`src/rtl/tm1638_pkg.sv`:
```
// tm1638_pkg: shared constants and event record for the TM1638 key-event path.
package tm1638_pkg;
    localparam int NUM_KEYS = 8;
    localparam int KEY_W = 3;
    localparam int EVT_W = 4;
    localparam int DEF_DEBOUNCE_SCANS = 3;
    localparam int DEF_FIFO_DEPTH = 4;
    typedef struct packed {
        logic [KEY_W-1:0] key;
        logic             press;
    } evt_t;
endpackage

```
`src/rtl/tm1638_evt_fifo.sv`:
```
// tm1638_evt_fifo: first-word-fall-through event FIFO with occupancy count.
module tm1638_evt_fifo #(
    parameter int WIDTH = 4,
    parameter int DEPTH = 4
) (
    input  logic                     clk,
    input  logic                     n_rst,
    input  logic                     push,
    input  logic [WIDTH-1:0]         din,
    input  logic                     pop,
    output logic [WIDTH-1:0]         dout,
    output logic                     valid,
    output logic [$clog2(DEPTH):0]   count
);
    localparam int AW = $clog2(DEPTH);
    logic [WIDTH-1:0] mem [DEPTH];
    logic [AW-1:0] wr_ptr, rd_ptr;
    logic do_push, do_pop;
    assign valid = count != '0;
    assign do_push = push && count != (AW+1)'(DEPTH);
    assign do_pop = pop && valid;
    assign dout = mem[rd_ptr];
    // Pointers wrap for free because DEPTH is a power of two.
    always_ff @(posedge clk or posedge n_rst) begin
        if (n_rst) begin
            wr_ptr <= '0;
            rd_ptr <= '0;
            count <= '0;
        end else begin
            if (do_push) wr_ptr <= wr_ptr + 1'b1;
            if (do_pop) rd_ptr <= rd_ptr + 1'b1;
            count <= count + (AW+1)'(do_push) - (AW+1)'(do_pop);
        end
    end
    always_ff @(posedge clk) begin
        if (do_push) mem[wr_ptr] <= din;
    end
endmodule

```
`src/rtl/tm1638_key_events.sv`:
```
// tm1638_key_events: per-key scan debounce, press/release encoding and event queueing.
module tm1638_key_events
    import tm1638_pkg::*;
#(
    parameter int DEBOUNCE_SCANS = DEF_DEBOUNCE_SCANS,
    parameter int FIFO_DEPTH = DEF_FIFO_DEPTH
) (
    input  logic                clk,
    input  logic                n_rst,
    input  logic                scan_valid,
    input  logic [NUM_KEYS-1:0] keys_raw,
    output logic [NUM_KEYS-1:0] keys_stable,
    output logic                evt_valid,
    input  logic                evt_ready,
    output logic [KEY_W-1:0]    evt_key,
    output logic                evt_press,
    output logic                overflow,
    input  logic                clear_ovf
);
    localparam int CW = $clog2(DEBOUNCE_SCANS + 1);
    localparam int FW = $clog2(FIFO_DEPTH) + 1;
    logic [CW-1:0] cnt [NUM_KEYS];
    logic [NUM_KEYS-1:0] pending, dir, accept, pushed;
    logic [KEY_W-1:0] sel;
    logic [FW-1:0] count;
    logic push, ovf_evt;
    evt_t din, dout;
    always_comb begin
        accept = '0;
        for (int i = 0; i < NUM_KEYS; i++)
            accept[i] = scan_valid && keys_raw[i] != keys_stable[i] && cnt[i] == CW'(DEBOUNCE_SCANS - 1);
    end
    // Downward scan leaves the lowest-index pending key selected.
    always_comb begin
        sel = '0;
        for (int i = NUM_KEYS - 1; i >= 0; i--)
            if (pending[i]) sel = KEY_W'(i);
    end
    assign push = |pending && count != FW'(FIFO_DEPTH);
    assign pushed = push ? {{(NUM_KEYS-1){1'b0}}, 1'b1} << sel : '0;
    assign ovf_evt = |(accept & pending & ~pushed);
    assign din = '{key: sel, press: dir[sel]};
    always_ff @(posedge clk or posedge n_rst) begin
        if (n_rst) begin
            for (int i = 0; i < NUM_KEYS; i++) cnt[i] <= '0;
            keys_stable <= '0;
            pending <= '0;
            dir <= '0;
            overflow <= 1'b0;
        end else begin
            if (scan_valid)
                for (int i = 0; i < NUM_KEYS; i++)
                    cnt[i] <= (keys_raw[i] == keys_stable[i] || accept[i]) ? '0 : cnt[i] + 1'b1;
            keys_stable <= keys_stable ^ accept;
            pending <= (pending & ~pushed) | accept;
            dir <= (dir & ~accept) | (keys_raw & accept);
            overflow <= ovf_evt || (overflow && !clear_ovf);
        end
    end
    tm1638_evt_fifo #(.WIDTH(EVT_W), .DEPTH(FIFO_DEPTH)) u_fifo (
        .clk(clk),
        .n_rst(n_rst),
        .push(push),
        .din(din),
        .pop(evt_ready),
        .dout(dout),
        .valid(evt_valid),
        .count(count)
    );
    assign evt_key = dout.key;
    assign evt_press = dout.press;
endmodule

```
`config.mk`:
```
export PLATFORM = sky130hd
export DESIGN_NAME = tm1638_key_events
export DESIGN_NICKNAME = d
export VERILOG_FILES = /design/src/rtl/tm1638_pkg.sv /design/src/rtl/tm1638_evt_fifo.sv /design/src/rtl/tm1638_key_events.sv
export SDC_FILE = /design/constraint.sdc
export NUM_CORES = 1
export LEC_CHECK = 0
export ABC_AREA = 1
export CORE_MARGIN = 2
export CORE_UTILIZATION = 45
export CTS_BUF_LIST = sky130_fd_sc_hd__clkbuf_8 sky130_fd_sc_hd__clkbuf_16
export DETAILED_ROUTE_END_ITERATION = 16
export PLACE_DENSITY = 0.67
export SYNTH_ARGS = -nofsm -noshare
export SYNTH_HDL_FRONTEND = slang
export SYNTH_SLANG_ARGS = --single-unit
```
`constraint.sdc`:
```
create_clock -name clk -period 2 [get_ports clk]
set_clock_uncertainty 0.15 [all_clocks]
set_input_delay 0.6 -clock clk [delete_from_list [all_inputs] [get_ports clk]]
set_output_delay 0.6 -clock clk [all_outputs]
set_load 0.01 [all_outputs]
```
==> PnR_summary.wiki, run 1 <==
{| class="wikitable"
! Metric !! Value
|-
| Wire length of the first global-routing pass || 10,400 µm
|-
| Failing checks || setup timing
|-
| Insertion delay of the later-clocked pin in the worst-skew pair || 0.34 ns
|-
| Final max-slew violation count || 0
|-
| Total CTS buffers || 9
|-
| Setup violation total in the final timing report || 5
|-
| Post-synthesis to final-layout area growth || 29.0%
|-
| Number of global-route vias before repair || 2,400
|-
| Number of nets in the finished design || 452
|-
| Final hold vios || 0
|-
| Number of max-capacitance violations reported || 0
|-
| Number of design-rule violations left by the first detailed-router iteration || 147
|-
| Routed Wire Length || 6020 µm
|-
| Sequential fraction of the synthesis area || 0.534
|-
| Largest net degree at the start of global routing || 49
|-
| Synthesized instance count || 355
|-
| Final Cycle Share || 1.05
|-
| Mean routed wirelength per cell || 11.5 µm
|-
| RSZ-0062 raised after global routing || yes
|-
| Clock transition at the registers of the reported paths || 0.07 ns
|-
| Power density over the cells || 1690 nW/µm²
|-
| Antenna violations before repair || 0
|-
| Chip Height || 87.6 µm
|-
| Worst Setup End Kind || output pin
|-
| Max Clk Rate || 474 MHz
|-
| Setup slack of the critical path after layout || -0.108 ns
|-
| Count of synthesis-stage warnings from yosys || 0
|-
| TritonCTS clock tree || yes
|-
| Number of vias per cell || 4.75
|-
| Post-synthesis cell area || 3150 µm²
|-
| Worst IR Drop VDD || 796 µV
|-
| Boundary pin count || 27
|-
| Post-route setup TNS || -0.364 ns
|-
| Minimum hold slack || 0.337 ns
|-
| Worst-case clock buffer depth || 2
|-
| Starting density of the core || 0.463
|-
| Core area || 6790 µm²
|-
| Hold-critical path depth || 1
|-
| Count of different cell masters after synthesis || 29
|-
| CP Class || reg2out
|-
| Lkg Pwr || 0.00199 µW
|-
| Min Clock Period, post-route || 2.11 ns
|-
| Ant. Diodes || 0
|-
| Mapped Nets || 383
|-
| Share of final-layout standard cells stronger than drive strength 1 || 0.217
|-
| Number of buffers added on ports || 26
|-
| Post-route antenna net violation count || 0
|-
| Hold/Removal Path Class || reg2reg
|-
| Overall overflow remaining after global route || 0
|-
| Routability-driven placement congestion ratio || 0.841
|-
| Worst slew slack as a fraction of its limit || 0.761
|-
| Pin slew with the least headroom to its limit || 0.357 ns
|-
| Dpl hpwl || 4460 µm
|-
| Global Route Usage Sum || 0.175
|-
| Critical path launch point type || flop
|-
| Number of detailed-route iterations in the first pass || 4
|-
| Arrival @ worst endpoint || 1.36 ns
|-
| Number of cells traversed by the worst register-to-register path || 9
|-
| Setup slack on the worst flop-to-flop path || -0.05 ns
|-
| Seq cells post-synth || 64
|-
| Number of buffers inserted by hold repair at cts || 0
|-
| Result of the run || complete, but fails checks
|-
| Maximum fanout along the worst path || 3
|-
| Commonest non-fill, non-tap cell in the layout || sky130_fd_sc_hd__nand2_1
|-
| Vias after detailed routing || 2,496
|-
| Mean area per synthesized cell || 8.86 µm²
|-
| Clock root cell || sky130_fd_sc_hd__clkbuf_8
|-
| Count of standard-cell rows || 30
|-
| Endpoint required time on the critical path || 1.25 ns
|-
| Top library cells by usage in the layout, fill and taps aside || sky130_fd_sc_hd__nand2_1 (75), sky130_fd_sc_hd__inv_1 (48), sky130_fd_sc_hd__dfrtp_1 (48)
|-
| Overall die width || 87.6 µm
|-
| H-tree depth || 3
|-
| Total DRC errors in the routed layout || 0
|-
| Area enclosed by the die boundary || 7680 µm²
|-
| Clock net sink count || 64
|}
==> metrics by stage <==
stage	utilization	power [µW]	cells	area [µm²]	worst slack [ns]
2_1_floorplan	-	4450	355	3180	-0.141
5_1_grt	0.598	7450	525	4060	-0.155
3_5_place_dp	0.558	5700	503	3790	-0.543
4_1_cts	0.594	6880	524	4030	-0.124
6_report	0.598	6850	525	4060	-0.108
3_3_place_gp	0.558	5560	503	3790	-0.507
==> kinds of logic after synthesis <==
family | Yosys count | share of synthesized area
and+or+nand+nor | 161 | 0.228
DFF | 64 | 0.534
buffers and inverters | 61 | 0.0740
AOI/OAI and AO/OA | 45 | 0.0763
adders and majority gates | 15 | 0.0620
xor gates and xnor gates | 9 | 0.0251
==> per-layer routing <==
| metal | wire (µm) | up-vias | global-route usage |
|---|---|---|---|
| li1 | - | 1291 | - |
| met1 | 2730 | 1169 | 0.208 |
| met2 | 3030 | 30 | 0.310 |
| met3 | 207 | 6 | 0.0594 |
| met4 | 53 | 0 | 0.0378 |
| met5 | 0 | - | 0 |
==> synth_stat cells (all sizes together) <==
master / count / area share
nand2: 78 / 0.097
fa: 1 / 0.0064
edfxtp: 16 / 0.15
and2: 1 / 0.0020
nor3: 2 / 0.0032
dfrtp: 48 / 0.38
nor2: 38 / 0.052
xnor2: 2 / 0.0056
o22ai: 4 / 0.0080
or2: 5 / 0.0099
clkbuf: 2 / 0.0024
inv: 58 / 0.069
xor2: 7 / 0.019
nand3b: 1 / 0.0024
buf: 1 / 0.0024
nand4: 8 / 0.016
o21ai: 36 / 0.057
a21oi: 4 / 0.0087
o21a: 1 / 0.0024
ha: 14 / 0.056
nand3: 28 / 0.046
==> power by group <==
part | switching [µW] | leakage (µW) | internal (µW)
Combinational | 1770 | 0.00112 | 1420
Sequential | 405 | 0.000751 | 2150
Clock | 476 | 0.000112 | 630
Total | 2650 | 0.00199 | 4200
==> worst max-delay path, stage by stage, from the launching register on <==
cell,delay (ns)
sky130_fd_sc_hd__dfrtp_1,0.42
sky130_fd_sc_hd__buf_6,0.14
sky130_fd_sc_hd__buf_6,0.11
sky130_fd_sc_hd__o21ai_2,0.11
sky130_fd_sc_hd__o22ai_1,0.10
sky130_fd_sc_hd__buf_2,0.14
==> repair_timing <==
action	CTS	global route
resized for setup	41	10
cloned	0	0
endpoints found under the setup margin	15	18
buffers inserted	5	1
pin swaps	9	6
==> cell type report <==
type	count	area, µm²
fill	608	2730
sequential	64	1680
multi-input combinational	230	1300
timing repair buffer	61	537
inverter	58	225
clock buffer	11	151
tap	96	120
clock inverter	5	47.5
==> worst paths after layout <==
check                                                 end                          from
worst min-delay path                   cnt[8]$_DFFE_PP0P_            cnt[8]$_DFFE_PP0P_
worst max-delay path                           evt_key[2]  u_fifo.rd_ptr[0]$_DFFE_PP0P_
worst min register to register         cnt[8]$_DFFE_PP0P_            cnt[8]$_DFFE_PP0P_
max in group asynchronous              cnt[4]$_DFFE_PP0P_                         n_rst
min in group asynchronous             cnt[10]$_DFFE_PP0P_                         n_rst
worst max register to register  u_fifo.count[2]$_DFF_PP0_     u_fifo.count[2]$_DFF_PP0_
(Power assumes the default switching activity.)
==> run 2: changes to the inputs <==
--- a/config.mk
+++ b/config.mk
@@ -10,7 +10,7 @@
 export CORE_UTILIZATION = 45
 export CTS_BUF_LIST = sky130_fd_sc_hd__clkbuf_8 sky130_fd_sc_hd__clkbuf_16
 export DETAILED_ROUTE_END_ITERATION = 16
-export PLACE_DENSITY = 0.67
+export PLACE_DENSITY_LB_ADDON = 0.12
 export SYNTH_ARGS = -nofsm -noshare
 export SYNTH_HDL_FRONTEND = slang
 export SYNTH_SLANG_ARGS = --single-unit
==> PnR_summary.wiki, run 2 (synthesized netlist as in run 1, its figures left out) <==
{| class="wikitable"
! Metric !! Value
|-
| Area enclosed by the die boundary || 7680 µm² (unchanged)
|-
| Arrival @ worst endpoint || 2.10 ns (+0.74 ns)
|-
| Dpl hpwl || 4490 µm (+0.67%)
|-
| Critical Path Start || u_fifo.count[1]$_DFF_PP0_
|-
| Worst Setup End Kind || flop
|-
| Endpoint required time on the critical path || 2.07 ns (+0.82 ns)
|-
| Largest stage delay on the critical path || 0.40 ns (-0.02 ns)
|-
| Max Clk Rate || 493 MHz (+3.9%)
|-
| Overall overflow remaining after global route || 0 (unchanged)
|-
| Top library cells by usage in the layout, fill and taps aside || sky130_fd_sc_hd__nand2_1 (75), sky130_fd_sc_hd__inv_1 (47), sky130_fd_sc_hd__dfrtp_1 (46)
|-
| Maximum fanout along the worst path || 3 (unchanged)
|-
| Count of standard-cell rows || 30 (unchanged)
|-
| RSZ-0062 raised after global routing || yes
|-
| Post-synthesis to final-layout area growth || 27.8%
|-
| Result of the run || complete, but fails checks
|-
| Final Power || 6670 µW (-2.7%)
|-
| Cell family with the largest share of critical-path delay || adder cells
|-
| Power density over the cells || 1660 nW/µm² (-1.8%)
|-
| Mean routed wirelength per cell || 11.5 µm (+0.41%)
|-
| Final max-slew violation count || 0 (unchanged)
|-
| Final hold vios || 0 (unchanged)
|-
| Number of vias per cell || 4.71 (-0.83%)
|-
| Largest net degree at the start of global routing || 33 (-33%)
|-
| Routed Wire Length || 6050 µm (+0.60%)
|-
| Share of final-layout standard cells stronger than drive strength 1 || 0.223 (+0.00647)
|-
| Final design instance area without fill || 4020 µm² (-0.99%)
|-
| Final Cycle Share || 1.01 (-0.0395)
|-
| Number of global-route vias before repair || 2,432 (+1.3%)
|-
| Critical path launch point type || flop
|-
| Number of buffers inserted by hold repair at cts || 0 (unchanged)
|-
| Fillers || 609 (+0.16%)
|-
| Cell area after placement || 3780 µm² (-0.33%)
|-
| Core area || 6790 µm² (unchanged)
|-
| Min Clock Period, post-route || 2.03 ns (-0.0789 ns)
|-
| CP max stage cell || sky130_fd_sc_hd__dfrtp_1
|-
| Ant. Diodes || 0 (unchanged)
|-
| Buf+Inv Stages, Crit Path || 3 (unchanged)
|-
| Worst slew slack as a fraction of its limit || 0.804 (+0.0428)
|-
| Worst-case clock buffer depth || 2 (unchanged)
|-
| Starting density of the core || 0.463 (unchanged)
|-
| Number of buffers added on ports || 26 (unchanged)
|-
| Lkg Pwr || 0.00194 µW (-2.2%)
|-
| Failing checks || setup timing
|-
| CP Class || reg2reg
|-
| Total CTS buffers || 9 (unchanged)
|-
| Pin slew with the least headroom to its limit || 0.293 ns (-0.0635 ns)
|-
| Wire length of the first global-routing pass || 10,500 µm (+1.1%)
|-
| Setup slack of the critical path after layout || -0.0294 ns (+0.0789 ns)
|-
| Number of nets in the finished design || 453 (+0.22%)
|-
| H-tree depth || 3 (unchanged)
|-
| Global Route Usage Sum || 0.178 (+0.00222)
|-
| Worst IR Drop VDD || 718 µV (-9.9%)
|-
| Vias after detailed routing || 2,480 (-0.64%)
|-
| Total DRC errors in the routed layout || 0 (unchanged)
|-
| Setup violation total in the final timing report || 1 (-4)
|-
| Boundary pin count || 27 (unchanged)
|-
| Critical register-to-register path startpoint || u_fifo.count[1]$_DFF_PP0_
|-
| Number of max-capacitance violations reported || 0 (unchanged)
|-
| Insertion delay of the later-clocked pin in the worst-skew pair || 0.33 ns (about the same)
|-
| Overall die width || 87.6 µm (unchanged)
|-
| Number of design-rule violations left by the first detailed-router iteration || 54 (-63%)
|-
| Routability-driven placement congestion ratio || 0.877 (+4.3%)
|-
| TritonCTS clock tree || yes
|-
| Chip Height || 87.6 µm (unchanged)
|-
| Most common cell on crit path || sky130_fd_sc_hd__inv_2
|-
| Commonest non-fill, non-tap cell in the layout || sky130_fd_sc_hd__nand2_1
|-
| Antenna violations before repair || 0 (unchanged)
|-
| Post-route antenna net violation count || 0 (unchanged)
|-
| Cell Chain, Critical Path || inv_2 -> nand3b_1 -> and2_4 -> ha_4 -> inv_2 -> ha_4 -> inv_2 -> fa_2 -> xnor2_2 -> xor2_1
|-
| Number of detailed-route iterations in the first pass || 4 (unchanged)
|-
| Clock net sink count || 64 (unchanged)
|-
| Clock transition at the registers of the reported paths || 0.08 ns (about the same)
|-
| Clock root cell || sky130_fd_sc_hd__clkbuf_8
|-
| Hold/Removal Path Class || reg2reg
|}
==> run 2: cell count changes in the layout (fill, tap and decap cells not counted), sizes merged <==
cell | before | now
buf | 39 | 40
inv | 60 | 58
clkbuf | 11 | 9
clkinv | 2 | 4
bufinv | 1 | 0
clkinvlp | 0 | 3
==> run 2: worst reg2reg max path: stages (launching register included) <==
cell and delay, ns:
sky130_fd_sc_hd__dfrtp_1 0.40, sky130_fd_sc_hd__inv_2 0.08, sky130_fd_sc_hd__nand3b_1 0.09, sky130_fd_sc_hd__and2_4 0.16, sky130_fd_sc_hd__ha_4 0.20, sky130_fd_sc_hd__inv_2 0.05
sky130_fd_sc_hd__ha_4 0.12, sky130_fd_sc_hd__inv_2 0.03, sky130_fd_sc_hd__fa_2 0.34, sky130_fd_sc_hd__xnor2_2 0.14, sky130_fd_sc_hd__xor2_1 0.16
==> run 2: area by class of cell <==
cell class	instances	area, µm²	area share
Sequential cell	64	1680	0.419
Multi-Input combinational cell	230	1300	0.323
Timing Repair Buffer	62	524	0.130
Inverter	58	220	0.0548
Clock buffer	9	124	0.0308
Tap cell	96	120	0.0299
Clock inverter	7	48.8	0.0121
==> run 2: final timing paths <==
path	endpoint	slack, ns	depth (start not counted)
max in group asynchronous	u_fifo.rd_ptr[1]$_DFFE_PP0P_	1.00	3
max reg2reg	u_fifo.count[2]$_DFF_PP0_	-0.03	10
max	u_fifo.count[2]$_DFF_PP0_	-0.03	10
min	flop	0.34	2
min in group asynchronous	cnt[2]$_DFFE_PP0P_	0.46	3
min reg2reg	flop	0.34	2
==> run 2: power by group <==
part	switching [µW]	leakage (µW)	internal, µW
registers	402	0.000749	2150
logic	1760	0.00111	1400
clock network	508	0.0000789	446
total	2670	0.00194	3990
==> run 2: repair_timing <==
| item | CTS | global route |
|---|---|---|
| pin swaps | 6 | 5 |
| setup endpoints to repair | 16 | 20 |
| setup buffers | 6 | 2 |
| gates resized for setup | 32 | 15 |
==> run 2: per-layer routing <==
metal / global-route usage / wire length [µm] / part of all wire
met1: 0.227 / 2810 / 0.46
met2: 0.295 / 3030 / 0.50
met3: 0.0368 / 163 / 0.027
met4: 0.0727 / 51 / 0.0084
met5: 0 / 0 / 0
==> run 2: metrics by stage <==
step / hold WS, ns / util / TNS (ns) / instances / worst slack (ns)
3_5_place_dp: 0.323 / 0.556 / -1.89 / 503 / -0.526
3_3_place_gp: 0.316 / 0.556 / -1.60 / 503 / -0.503
5_1_grt: 0.360 / 0.592 / -0.294 / 526 / -0.0905
6_report: 0.341 / 0.592 / -0.0294 / 526 / -0.0294
2_1_floorplan: 0.293 / - / -0.175 / 355 / -0.141
4_1_cts: 0.345 / 0.586 / -0.306 / 524 / -0.120
